File: config.mk
export PLATFORM = sky130hd
export DESIGN_NAME = memory_arbiter_flat
export DESIGN_NICKNAME = d
export VERILOG_FILES = /design/src/rtl/cpu_types_pkg.sv /design/src/rtl/memory_arbiter_if.sv /design/src/rtl/memory_arbiter.sv /design/src/flat_wrapper.sv
export SDC_FILE = /design/constraint.sdc
export NUM_CORES = 1
export LEC_CHECK = 0
export ABC_AREA = 0
export CAP_MARGIN = 20
export CELL_PAD_IN_SITES_DETAIL_PLACEMENT = 0
export CELL_PAD_IN_SITES_GLOBAL_PLACEMENT = 2
export CORE_AREA = 2 2 108 110
export CTS_BUF_LIST = sky130_fd_sc_hd__clkbuf_16
export DETAILED_ROUTE_END_ITERATION = 8
export DIE_AREA = 0 0 110 112
export DONT_BUFFER_PORTS = 1
export PLACE_DENSITY_LB_ADDON = 0.1
export SLEW_MARGIN = 10
export SYNTH_ARGS = -nofsm -noshare
export SYNTH_HDL_FRONTEND = slang
export SYNTH_SLANG_ARGS = --single-unit
File: constraint.sdc
create_clock -name CLK -period 3.6 [get_ports CLK]
set_input_delay 1.08 -clock CLK [delete_from_list [all_inputs] [get_ports CLK]]
set_output_delay 1.08 -clock CLK [all_outputs]
set_load 0.005 [all_outputs]
File: src/rtl/cpu_types_pkg.sv
// Shared CPU-side types: machine word and RAM status encoding.
package cpu_types_pkg;

  localparam int WORD_W = 32;

  typedef logic [WORD_W-1:0] word_t;

  // RAM status as reported back to the arbiter each cycle.
  typedef enum logic [1:0] {
    FREE   = 2'd0,
    BUSY   = 2'd1,
    ACCESS = 2'd2,
    ERROR  = 2'd3
  } ramstate_t;

  // Saturating 8-bit increment used by status counters.
  function automatic logic [7:0] sat_inc8(input logic [7:0] v);
    return (v == 8'hff) ? v : v + 8'd1;
  endfunction

endpackage

File: src/rtl/memory_arbiter_if.sv
// Instruction/data requester ports and shared RAM port of the arbiter.
interface memory_arbiter_if;
  import cpu_types_pkg::*;

  // instruction side
  logic      iREN;
  word_t     iaddr;
  logic      iwait;
  word_t     iload;
  // data side
  logic      dREN;
  logic      dWEN;
  word_t     daddr;
  word_t     dstore;
  logic      dwait;
  word_t     dload;
  // RAM side
  logic      ramREN;
  logic      ramWEN;
  word_t     ramaddr;
  word_t     ramstore;
  word_t     ramload;
  ramstate_t ramstate;
  // status
  logic [7:0] err_cnt;

  modport arb (
    input  iREN, iaddr, dREN, dWEN, daddr, dstore, ramload, ramstate,
    output iwait, iload, dwait, dload, ramREN, ramWEN, ramaddr, ramstore, err_cnt
  );

  modport tb (
    output iREN, iaddr, dREN, dWEN, daddr, dstore, ramload, ramstate,
    input  iwait, iload, dwait, dload, ramREN, ramWEN, ramaddr, ramstore, err_cnt
  );

endinterface

File: src/rtl/memory_arbiter.sv
// Two-requester (instruction/data) arbiter for a single shared RAM port.
// Data requests win unless the instruction side has watched STARVE_LIMIT
// data accesses complete while it waited.
module memory_arbiter
  import cpu_types_pkg::*;
#(
  parameter int STARVE_LIMIT = 4
) (
  input  logic            CLK,
  input  logic            RST,
  memory_arbiter_if.arb   bus
);

  typedef enum logic [1:0] {
    IDLE = 2'd0,
    IGNT = 2'd1,
    DGNT = 2'd2
  } arb_state_t;

  localparam logic [2:0] LIM = 3'(STARVE_LIMIT);

  arb_state_t state, nxt, st;
  logic [2:0] starve_cnt;
  logic [7:0] err_cnt;
  logic       dreq, ihit, dhit;

  assign dreq        = bus.dREN | bus.dWEN;
  assign bus.err_cnt = err_cnt;

  // Outputs decode from the registered state; reset forces the IDLE view so
  // a grant in progress is dropped immediately and no hit can escape.
  always_comb begin
    st           = RST ? IDLE : state;
    bus.ramREN   = 1'b0;
    bus.ramWEN   = 1'b0;
    bus.ramaddr  = '0;
    bus.ramstore = '0;
    bus.iwait    = bus.iREN;
    bus.dwait    = dreq;
    bus.iload    = '0;
    bus.dload    = '0;
    ihit         = 1'b0;
    dhit         = 1'b0;
    case (st)
      IGNT: begin
        bus.ramREN  = 1'b1;
        bus.ramaddr = bus.iaddr;
        if (bus.iREN && bus.ramstate == ACCESS) begin
          ihit      = 1'b1;
          bus.iwait = 1'b0;
          bus.iload = bus.ramload;
        end
      end
      DGNT: begin
        bus.ramaddr  = bus.daddr;
        bus.ramstore = bus.dstore;
        // a write takes precedence if both enables are high
        bus.ramWEN   = bus.dWEN;
        bus.ramREN   = ~bus.dWEN;
        if (dreq && bus.ramstate == ACCESS) begin
          dhit      = 1'b1;
          bus.dwait = 1'b0;
          bus.dload = bus.ramload;
        end
      end
      default: ;
    endcase
  end

  // Next-state: grant from IDLE, release on hit or requester withdrawal.
  always_comb begin
    nxt = state;
    case (state)
      IDLE: begin
        if (dreq && (!bus.iREN || starve_cnt < LIM)) nxt = DGNT;
        else if (bus.iREN)                           nxt = IGNT;
      end
      IGNT:    if (!bus.iREN || ihit) nxt = IDLE;
      DGNT:    if (!dreq || dhit)     nxt = IDLE;
      default: nxt = IDLE;
    endcase
  end

  // State register plus starvation and error counters.
  always_ff @(posedge CLK) begin
    if (RST) begin
      state      <= IDLE;
      starve_cnt <= '0;
      err_cnt    <= '0;
    end else begin
      state <= nxt;
      if (!bus.iREN || ihit)
        starve_cnt <= '0;
      else if (dhit && starve_cnt < LIM)
        starve_cnt <= starve_cnt + 3'd1;
      if (bus.ramstate == ERROR)
        err_cnt <= sat_inc8(err_cnt);
    end
  end

endmodule
File: src/flat_wrapper.sv
// flat-port wrapper written by rule: the top's interface ports become plain ports
module memory_arbiter_flat import cpu_types_pkg::*;
#(
  parameter int STARVE_LIMIT = 4
)
  (CLK, RST, bus_iREN, bus_iaddr, bus_dREN, bus_dWEN, bus_daddr, bus_dstore, bus_ramload, bus_ramstate, bus_iwait, bus_iload, bus_dwait, bus_dload, bus_ramREN, bus_ramWEN, bus_ramaddr, bus_ramstore, bus_err_cnt);
  memory_arbiter_if bus_i ();
  input  logic CLK;
  input  logic RST;
  input wire logic [$bits(bus_i.iREN)-1:0] bus_iREN;
  input wire logic [$bits(bus_i.iaddr)-1:0] bus_iaddr;
  input wire logic [$bits(bus_i.dREN)-1:0] bus_dREN;
  input wire logic [$bits(bus_i.dWEN)-1:0] bus_dWEN;
  input wire logic [$bits(bus_i.daddr)-1:0] bus_daddr;
  input wire logic [$bits(bus_i.dstore)-1:0] bus_dstore;
  input wire logic [$bits(bus_i.ramload)-1:0] bus_ramload;
  input wire logic [$bits(bus_i.ramstate)-1:0] bus_ramstate;
  output wire logic [$bits(bus_i.iwait)-1:0] bus_iwait;
  output wire logic [$bits(bus_i.iload)-1:0] bus_iload;
  output wire logic [$bits(bus_i.dwait)-1:0] bus_dwait;
  output wire logic [$bits(bus_i.dload)-1:0] bus_dload;
  output wire logic [$bits(bus_i.ramREN)-1:0] bus_ramREN;
  output wire logic [$bits(bus_i.ramWEN)-1:0] bus_ramWEN;
  output wire logic [$bits(bus_i.ramaddr)-1:0] bus_ramaddr;
  output wire logic [$bits(bus_i.ramstore)-1:0] bus_ramstore;
  output wire logic [$bits(bus_i.err_cnt)-1:0] bus_err_cnt;
  assign bus_i.iREN = bus_iREN;
  assign bus_i.iaddr = bus_iaddr;
  assign bus_i.dREN = bus_dREN;
  assign bus_i.dWEN = bus_dWEN;
  assign bus_i.daddr = bus_daddr;
  assign bus_i.dstore = bus_dstore;
  assign bus_i.ramload = bus_ramload;
  assign bus_i.ramstate = bus_ramstate;
  assign bus_iwait = bus_i.iwait;
  assign bus_iload = bus_i.iload;
  assign bus_dwait = bus_i.dwait;
  assign bus_dload = bus_i.dload;
  assign bus_ramREN = bus_i.ramREN;
  assign bus_ramWEN = bus_i.ramWEN;
  assign bus_ramaddr = bus_i.ramaddr;
  assign bus_ramstore = bus_i.ramstore;
  assign bus_err_cnt = bus_i.err_cnt;
  memory_arbiter #(.STARVE_LIMIT(STARVE_LIMIT)) u_core (.CLK(CLK), .RST(RST), .bus(bus_i));
endmodule
# Word-level counts from Yosys, hierarchy flattened
# Index checks and enable logic that the tools add are counted.
# Widths: inputs -> output; s select.
dict set report classes {
  n_addsub 2
  order_cmp 1
  n_eq_ne 10
  n_mux 22
  bitwise 3
  reduce_logical 13
}
# op count
set op_table {}
lappend op_table {{$mux 32} 5}
lappend op_table {{$pmux 32 s2} 1}
lappend op_table {{$mux 2} 5}
lappend op_table {{$mux 1} 9}
lappend op_table {{$add 8x1->8 const B} 1}
lappend op_table {{$eq 2x2->1 const B} 4}
lappend op_table {{$eq 8x8->1 const B} 1}
lappend op_table {{$pmux 2 s3} 1}
lappend op_table {{$eq 2x1->1 const B} 2}
lappend op_table {{$logic_and 1x1->1} 4}
lappend op_table {{$ne 2x1->1 const B} 2}
lappend op_table {{$add 3x1->3 const B} 1}
lappend op_table {{$logic_or 1x1->1} 3}
lappend op_table {{$lt 3x3->1 const B} 1}
lappend op_table {{$ne 3x2->1 const B} 1}
lappend op_table {{$reduce_and 3->1} 1}
lappend op_table {{$logic_not 1->1} 2}
lappend op_table {{$logic_not 2->1} 1}
lappend op_table {{$not 1->1} 2}
lappend op_table {{$pmux 1 s2} 1}
lappend op_table {{$reduce_and 2->1} 1}
lappend op_table {{$reduce_or 2->1} 1}
lappend op_table {{$or 1x1->1} 1}
dict set report totals {
  register_bits 13
  input_bits 135
  output_inout_bits 140
  wordCells 54
}

# Logic depth before layout (Yosys ltp)
# Gate-level depths: netlist of run 1.
dict set report depth {
  word_depth 7
  depth_mapped 9
  ltp_nobuf 7
}

# Worst setup path after synthesis of run 1
# OpenSTA, ideal clock, no wires.
dict set report synth_timing {
  kind {in2out}
  from {input RST}
  to {output bus_iload[10]}
  t_arrival_ps 2481
  path_slack_ps 39
  stages 9
  n_path_buf 4
  path_cell_list {clkbuf_1 buf_2 nor2_1 ha_1 clkbuf_1 nand3b_1 nor2_2 clkbuf_2 and2_1}
}
dict set report synth_via {
  elab_chain_len 3
}
# item line
set synth_lines {}
lappend synth_lines {{from (decl)} flat_wrapper.sv:9} ;# input logic RST;
lappend synth_lines {{$mux 2} memory_arbiter.sv:33} ;# st = RST ? IDLE : state;
lappend synth_lines {{$eq 2x1->1} memory_arbiter.sv:44} ;# case (st)
lappend synth_lines {{$mux 32} memory_arbiter.sv:44}
lappend synth_lines {{to (decl)} flat_wrapper.sv:19} ;# output wire logic [$bits(bus_i.iload)-1:0] bus_iload;
# No other way between the ends.

# Worst setup path after layout of run 1
dict set report layout_timing {
  from {input RST}
  to {output bus_ramaddr[25]}
}
dict set report layout_via {
  elab_chain_len 3
  elab_cells_between_ends 4
}
# item line
set layout_lines {}
lappend layout_lines {{$mux 2 *} memory_arbiter.sv:33}
lappend layout_lines {{$eq 2x2->1 / $eq 2x1->1 (equally long branches)} memory_arbiter.sv:44}
lappend layout_lines {{$pmux 32 s2 *} memory_arbiter.sv:44}
lappend layout_lines {{to (decl)} flat_wrapper.sv:24} ;# output wire logic [$bits(bus_i.ramaddr)-1:0] bus_ramaddr;
# Mark *: on every way between the ends. The rest lies on a longest branch, timed or not.

==> results of run 1 <==
[routing by layer]
| metal | wire (um) | up-vias | part of all wire [%] |
|---|---|---|---|
| li1 | - | 934 | - |
| met1 | 2990 | 945 | 39 |
| met2 | 4120 | 136 | 53 |
| met3 | 606 | 2 | 7.8 |
| met4 | 36 | 0 | 0.46 |
| met5 | 0 | - | 0 |
[kinds of logic after synthesis]
family / share of synthesized area [%]
AND/OR/NAND/NOR: 52.6
flip-flops: 14.0
adder cells (fa/ha/maj): 2.70
buffers and inverters: 7.41
AO/OA/AOI/OAI: 20.3
multiplexers: 2.96
[final timing paths]
kind                                                    startpoint                                  to  slack [ns]  cells after the start
worst max-delay path                                           RST                     bus_ramaddr[25]        0.36                      6
worst min-delay path                  u_core.state[0]$_SDFFE_PP0P_        u_core.state[1]$_SDFFE_PP0P_        0.45                      1
worst max register to register  u_core.bus.err_cnt[0]$_SDFFE_PP0P_  u_core.bus.err_cnt[0]$_SDFFE_PP0P_        1.86                      4
worst min register to register        u_core.state[0]$_SDFFE_PP0P_        u_core.state[1]$_SDFFE_PP0P_        0.45                      1
[sequential cells by signal, indices dropped and copies added, names as in the netlist]
register and cells:
u_core.state 2, u_core.bus.err_cnt 8, u_core.starve_cnt 3
[through the flow]
stage / area (um2) / total power [W] / cells / setup WS (ns)
floorplan: 1860 / 0.000233 / 276 / 0.0385
global placement: 1980 / 0.000254 / 396 / 0.337
detailed placement: 1980 / 0.000253 / 396 / 0.318
CTS: 2060 / 0.000468 / 400 / 0.315
global route: 2060 / 0.000482 / 400 / 0.226
finish: 2060 / 0.000461 / 400 / 0.357
[where the power goes]
part / switching (W) / leakage (nW) / internal, W
Sequential: 0.00000483 / 0.105 / 0.000147
Clock: 0.0000661 / 0.0423 / 0.000147
Combinational: 0.0000599 / 0.672 / 0.0000355
[layout make-up]
type                       instances  area, um2  area share, %
clock buffer                       3       75.1           3.64
clock inverter                     1       3.75          0.182
inverter                           5       18.8          0.911
multi-input combinational        230       1460           70.9
sequential                        13        260           12.6
tap                              143        179           8.68
timing repair buffer               5       62.6           3.04
[worst max-delay path, cell delays in order]
cell and delay (ns):
nand2b_1 0.16, inv_1 0.07, ha_2 0.19, buf_12 0.23, a22oi_1 0.13, nor2_1 0.25
[layout by cell type (no fill, tap or decap), types with 2 or more instances in the layout]
cell and instances:
and2_1 66, nand3b_1 2, nor3_1 2, a21oi_1 7, a211oi_1 5, ha_1 3
and3_1 33, buf_4 3, nor2b_1 4, a22oi_1 32, dfxtp_1 13, nand4_1 2
nand2_1 2, nand2b_1 3, a41oi_1 2, clkbuf_16 3, inv_1 6, buf_12 2
o31ai_1 2, nor2_1 40, and4_1 2, mux2_2 4, nand3_1 5
==> reports/results.txt, run 1 <==
Status: finished clean
Final period util: 90.1%
Synth Flop Type: dfxtp_1
Post-synthesis cell type count: 36
Number of nets in the layout: 397
Seq/Total Area, Yosys: 14.0%
Synth area leaders: and2_1 (22%), dfxtp_1 (14%), a22oi_1 (13%), and3_1 (11%), nor2_1 (8.1%)
Hold WS: 0.453 ns
Most frequent cell after synthesis: and2_1
CP Class: input pin to primary output
Share of layout cells above drive strength 1: 6.23%
CP required: 2.52 ns
Final count of pins violating max slew: 0
Arrival time of the worst setup path: 2.16 ns
Largest net degree at the start of global routing: 68
Finished Core Util: 18.4%
Yosys warnings: 0
# H-tree levels: 1
Die W: 110 um
Tot GR Track Use: 11.3%
CTS tree: yes
Root Buffer Master: clkbuf_16
Post_cts resized: 0
Syn Area/Cell: 6.73 um2
Synth Net Count: 415
Cell Pwr Density: 223 nW/um2
Final WL: 7.75 mm
Post-detail-place hpwl: 6.24 mm
Rows: 39
IO Count: 275
Minimum clock period: 3.24 ns
Postcts setup bufs: 0
F_max: 308 MHz
DRT antenna net count: 0
FILL cells: 1280
RSZ-0062 raised after global routing: false
Area Overhead vs Synth: 11.0%
Wirelength per Cell: 19.4 um
First-pass GRT wire length: 10.7 mm
Rel. slew slack: 68.3%
GRT met3 Usage: 1.81%
Starting Density: 16.6%
Crit end category: primary output
Drt pass-1 iters: 4
Final Wtd Congestion: 0.736
CTS Hold Buffers Added: 0
CTS buffer count: 3
Initial DRC count: 75
Critical-path maximum fanout: 67
Startpoint Class: input pin
Top cell type by total area after synthesis: and2_1
Most Used Layer, Global Route: met2
Clock Path Buffers: 2
Cells after Synth: 276
Met1 Use GR: 13.8%
Initial antenna violation count: 0
Number of flops mapped to enable cells by yosys: 0
Met2 Track Usage GR: 20.6%
P_leak: 0.820 nW
Commonest cells in the netlist: and2_1 (66), nor2_1 (40), and3_1 (33)
Worst-Skew Late Latency: 0.24 ns
Final setup fails: 0
Setup TNS: 0 ns
Worst vdd ir: 0.119 mV
Clock-pin slew on the worst setup and hold paths: 0.05 ns
Gr ovfl total: 0
Yosys top cell area share: 22.2%
Vias in the first global route: 1786
Routed via count: 2017
Core footprint: 11200 um2
Post-Syn Area: 1860 um2
Die footprint: 12300 um2
Ant diodes: 0
Clk sinks: 13
Worst min path class: register to register
Clk_skew: 0.00566 ns
DR DRC count: 0
Ys async rst share: 0%
Port Buffers: 0
Max_cap viols: 0
Hold Vio Cnt, Final: 0
Die H: 112 um
Least-Margin Pin Slew: 0.476 ns
Flops & latches, synth: 13
Vias per std cell: 5.04
Note: power is estimated with default switching activity, not from simulation.
==> inputs of run 2 (changes only) <==
Settings changed: BUFFER_PORTS_ARGS from default to -buffer_cell sky130_fd_sc_hd__buf_4, CORE_AREA 2 2 108 110 to default, CORE_ASPECT_RATIO from default to 0.8, CORE_MARGIN from default to 2, CORE_UTILIZATION from default to 11, DIE_AREA 0 0 110 112 to default, DONT_BUFFER_PORTS 1 to default.
==> reports/results.txt, run 2 (synthesis gave the netlist of run 1 again) <==
Final setup fails: 0
Rel. slew slack: 62.0%
Die H: 120 um
Final worst slack: 0.152 ns
CP required: 2.52 ns
Gr ovfl total: 0
Post_cts resized: 0
Hold WS: 0.444 ns
Worst min path class: register to register
Ant diodes: 0
CP max stage cell: and3b_1
Worst vdd ir: 0.127 mV
Clk_skew: 0.00151 ns
Critical-path maximum fanout: 35
Max_cap viols: 0
Root Buffer Master: clkbuf_16
Cell Pwr Density: 147 nW/um2
Clk sinks: 13
RSZ-0062 raised after global routing: false
Post-Place Cell Area: 4200 um2
Die W: 149 um
Startpoint Class: input pin
Rows: 42
Core footprint: 16600 um2
Worst slack, placed: 0.147 ns
Largest net degree at the start of global routing: 57
Routed via count: 3018
CP Class: input pin to primary output
Wirelength per Cell: 14.5 um
Starting Density: 11.2%
# H-tree levels: 1
Area Overhead vs Synth: 130%
Number of nets in the layout: 674
Final Wtd Congestion: 0.718
Final period util: 95.8%
Hold Vio Cnt, Final: 0
Clock Path Buffers: 2
First-pass GRT wire length: 15.7 mm
Largest register FFs: 8
P_leak: 2.25 nW
Least-Margin Pin Slew: 0.570 ns
Worst path cell trace: buf_4 -> nor2_1 -> inv_1 -> ha_2 -> and3b_1 -> buf_12 -> and3_1 -> buf_4
Vias in the first global route: 2853
F_max: 290 MHz
DR DRC count: 0
Worst-Skew Late Latency: 0.24 ns
Finished Core Util: 25.8%
CTS tree: yes
Final count of pins violating max slew: 0
CP delay by family, top: simple AND/OR/NAND/NOR gates
Initial antenna violation count: 0
Most frequent cells in the layout: buf_4 (277), and2_1 (66), nor2_1 (40), and3_1 (33), a22oi_1 (32)
Postcts setup bufs: 0
FILL cells: 1863
Port Buffers: 274
Arrival time of the worst setup path: 2.37 ns
Top Registers: u_core.bus.err_cnt: 8 flops, u_core.starve_cnt: 3 flops, u_core.state: 2 flops
Initial DRC count: 96
Critical Path Max Stage Delay: 0.22 ns
Critical path buffers and inverters: 4
DRT antenna net count: 0
Drt pass-1 iters: 4
Setup TNS: 0 ns
Clock-pin slew on the worst setup and hold paths: 0.05 ns
Post-detail-place hpwl: 8.79 mm
CTS Hold Buffers Added: 0
Minimum clock period: 3.45 ns
Design area: 4270 um2
Crit end category: primary output
CTS buffer count: 3
Tot GR Track Use: 10.9%
Commonest non-fill, non-tap cell in the layout: buf_4
Status: finished clean
Final WL: 10.9 mm
Most used cell along the critical path: buf_4
Share of layout cells above drive strength 1: 54.9%
Die footprint: 17900 um2
IO Count: 275
Largest Register: u_core.bus.err_cnt
Vias per std cell: 4.00
-- run 2: worst register-to-register path, delay by kind of cell (launching register included) --
family                     cells  cell delay (ns)
muxes                          1             0.37
adders and majority gates      1             0.29
DFF                            1             0.37
and+or+nand+nor                1             0.28
AOI/OAI and AO/OA              1             0.29
-- run 2: cell type report --
| type | count | area, um2 | share of cell area, % |
|---|---|---|---|
| sequential | 13 | 260 | 6.09 |
| inverter | 5 | 18.8 | 0.439 |
| clock buffer | 3 | 75.1 | 1.76 |
| timing repair buffer | 282 | 2180 | 51.0 |
| multi-input combinational | 230 | 1460 | 34.2 |
| tap | 220 | 275 | 6.44 |
| clock inverter | 1 | 3.75 | 0.0878 |
-- run 2: power breakdown --
group	internal [W]	switching (W)
Clock	0.000147	0.0000659
Combinational	0.000163	0.0000994
Sequential	0.000147	0.00000398
Total	0.000458	0.000169
-- run 2: final timing paths --
| path | from | end | slack, ns | cells past startpoint |
|---|---|---|---|---|
| max | RST | bus_dload[29] | 0.15 | 8 |
| min | u_core.state[0]$_SDFFE_PP0P_ | u_core.state[1]$_SDFFE_PP0P_ | 0.44 | 1 |
| max reg2reg | u_core.bus.err_cnt[0]$_SDFFE_PP0P_ | u_core.bus.err_cnt[3]$_SDFFE_PP0P_ | 1.90 | 4 |
| min reg2reg | u_core.state[0]$_SDFFE_PP0P_ | u_core.state[1]$_SDFFE_PP0P_ | 0.44 | 1 |
-- run 2: through the flow --
step	total power, W	cells
floorplan	0.000233	276
detailed placement	0.000421	750
global route	0.000669	754
CTS	0.000638	754
global placement	0.000421	750
finish	0.000627	754
-- run 2: per-layer routing --
layer  vias to the layer above  GRT usage, %  share of wire [%]
met5                         -             0                  0
met4                         0         0.893               0.50
met3                         4          2.23                5.8
met2                       110          21.6                 56
met1                      1418          12.4                 38
li1                       1486             -                  -
==> inputs of run 3 (changes only) <==
Settings changed: CELL_PAD_IN_SITES_DETAIL_PLACEMENT 0 to 1.
==> reports/results.txt, run 3 (synthesis gave the netlist of run 1 again) <==
Largest net degree at the start of global routing: 57
Worst setup path endpoint: bus_dload[23]
Initial antenna violation count: 0
Worst-Skew Late Latency: 0.24 ns
Drt pass-1 iters: 4
Most used cell along the critical path: buf_4
DRT antenna net count: 0
Die H: 120 um
Core footprint: 16600 um2
Starting Density: 11.2%
Finished Core Util: 25.8%
Reg-to-Reg End: u_core.bus.err_cnt[3]$_SDFFE_PP0P_
Least-Margin Pin Slew: 0.589 ns
Arrival time of the worst setup path: 2.38 ns
Setup TNS: 0 ns
Initial DRC count: 91
Port Buffers: 274
Wirelength per Cell: 15.5 um
Final Wtd Congestion: 0.718
RSZ-0062 raised after global routing: false
CP Class: input pin to primary output
Cell Pwr Density: 147 nW/um2
First-pass GRT wire length: 17.2 mm
Rel. slew slack: 60.7%
Vias in the first global route: 3106
CP Depth: 8
CP required: 2.52 ns
Overall power: 0.000627 W
Clock-pin slew on the worst setup and hold paths: 0.05 ns
CTS tree: yes
Final worst slack: 0.139 ns
Worst path cell trace: buf_4 -> nand2b_1 -> inv_1 -> ha_2 -> and3b_1 -> buf_12 -> and3_1 -> buf_4
Max_cap viols: 0
Postcts setup bufs: 0
Worst slack, placed: 0.138 ns
Post-detail-place hpwl: 9.42 mm
Critical path buffers and inverters: 4
Worst vdd ir: 0.122 mV
IO Count: 275
CTS Hold Buffers Added: 0
Largest Register: u_core.bus.err_cnt
P_leak: 2.25 nW
Rows: 42
# H-tree levels: 1
Minimum clock period: 3.46 ns
F_max: 289 MHz
Die footprint: 17900 um2
Post_cts resized: 0
Commonest non-fill, non-tap cell in the layout: buf_4
Final setup fails: 0
Final period util: 96.1%
Die W: 149 um
Tot GR Track Use: 12.0%
CP delay by family, top: simple AND/OR/NAND/NOR gates
Gr ovfl total: 0
CP max stage cell: and3b_1
Launching point of the worst reg2reg path: u_core.bus.err_cnt[0]$_SDFFE_PP0P_
Clock Path Buffers: 2
Final WL: 11.7 mm
Vias per std cell: 3.96
Clk_skew: 0.00223 ns
Clk sinks: 13
Startpoint Class: input pin
Share of layout cells above drive strength 1: 54.9%
Most frequent cells in the layout: buf_4 (277), and2_1 (66), nor2_1 (40), and3_1 (33), a22oi_1 (32)
CTS buffer count: 3
R2R setup slack: 1.89 ns
Largest register FFs: 8
Critical Path Max Stage Delay: 0.23 ns
R2R depth: 4
Critical-path maximum fanout: 35
Number of nets in the layout: 674
DR DRC count: 0
Status: finished clean
Worst min path class: register to register
Area Overhead vs Synth: 130%
Top Registers: u_core.bus.err_cnt: 8 flops, u_core.starve_cnt: 3 flops, u_core.state: 2 flops
Ant diodes: 0
Final count of pins violating max slew: 0
Routed via count: 2986
Worst setup path start: RST
Hold Vio Cnt, Final: 0
Crit end category: primary output
Root Buffer Master: clkbuf_16
==> run 3: cell counts in the layout (fill, tap and decap cells not counted) <==
No cell type changed its count.
==> run 3: power by group <==
part           switching, W  internal, W  total [W]
combinational      0.000102     0.000164   0.000265
sequential       0.00000413     0.000147   0.000152
clock             0.0000632     0.000147   0.000210
==> run 3: worst min path at each step <==
| stage | slack (ns) | cells past startpoint | endpoint | from |
|---|---|---|---|---|
| global route | 0.50 | 1 | u_core.state[1]$_SDFFE_PP0P_ | u_core.state[0]$_SDFFE_PP0P_ |
| detailed placement | 0.46 | 1 | u_core.state[1]$_SDFFE_PP0P_ | u_core.state[0]$_SDFFE_PP0P_ |
| floorplan | 0.42 | 1 | u_core.state[1]$_SDFFE_PP0P_ | u_core.state[0]$_SDFFE_PP0P_ |
| CTS | 0.46 | 1 | u_core.state[1]$_SDFFE_PP0P_ | u_core.state[0]$_SDFFE_PP0P_ |
| finish | 0.47 | 1 | u_core.state[1]$_SDFFE_PP0P_ | u_core.state[0]$_SDFFE_PP0P_ |
| global placement | 0.44 | 1 | u_core.state[1]$_SDFFE_PP0P_ | u_core.state[0]$_SDFFE_PP0P_ |
==> run 3: metal layers <==
layer | vias to the layer above | track usage (%) | part of all wire (%)
met5 | - | 0 | 0
met4 | 0 | 0.714 | 0.094
met3 | 2 | 2.64 | 5.7
met2 | 99 | 23.1 | 55
met1 | 1400 | 14.0 | 39
li1 | 1485 | - | -
==> run 3: area by class of cell <==
type,count,area (um2)
fill,2044,12300
sequential,13,260
multi-input combinational,230,1460
clock buffer,3,75.1
clock inverter,1,3.75
inverter,5,18.8
tap,220,275
timing repair buffer,282,2180
==> run 3: through the flow <==
stage          hold slack (ns)  std cells  area, um2
3_5_place_dp             0.456        750       4200
2_1_floorplan            0.422        276       1860
4_1_cts                  0.463        754       4270
6_report                 0.466        754       4270
3_3_place_gp             0.443        750       4200
5_1_grt                  0.498        754       4270
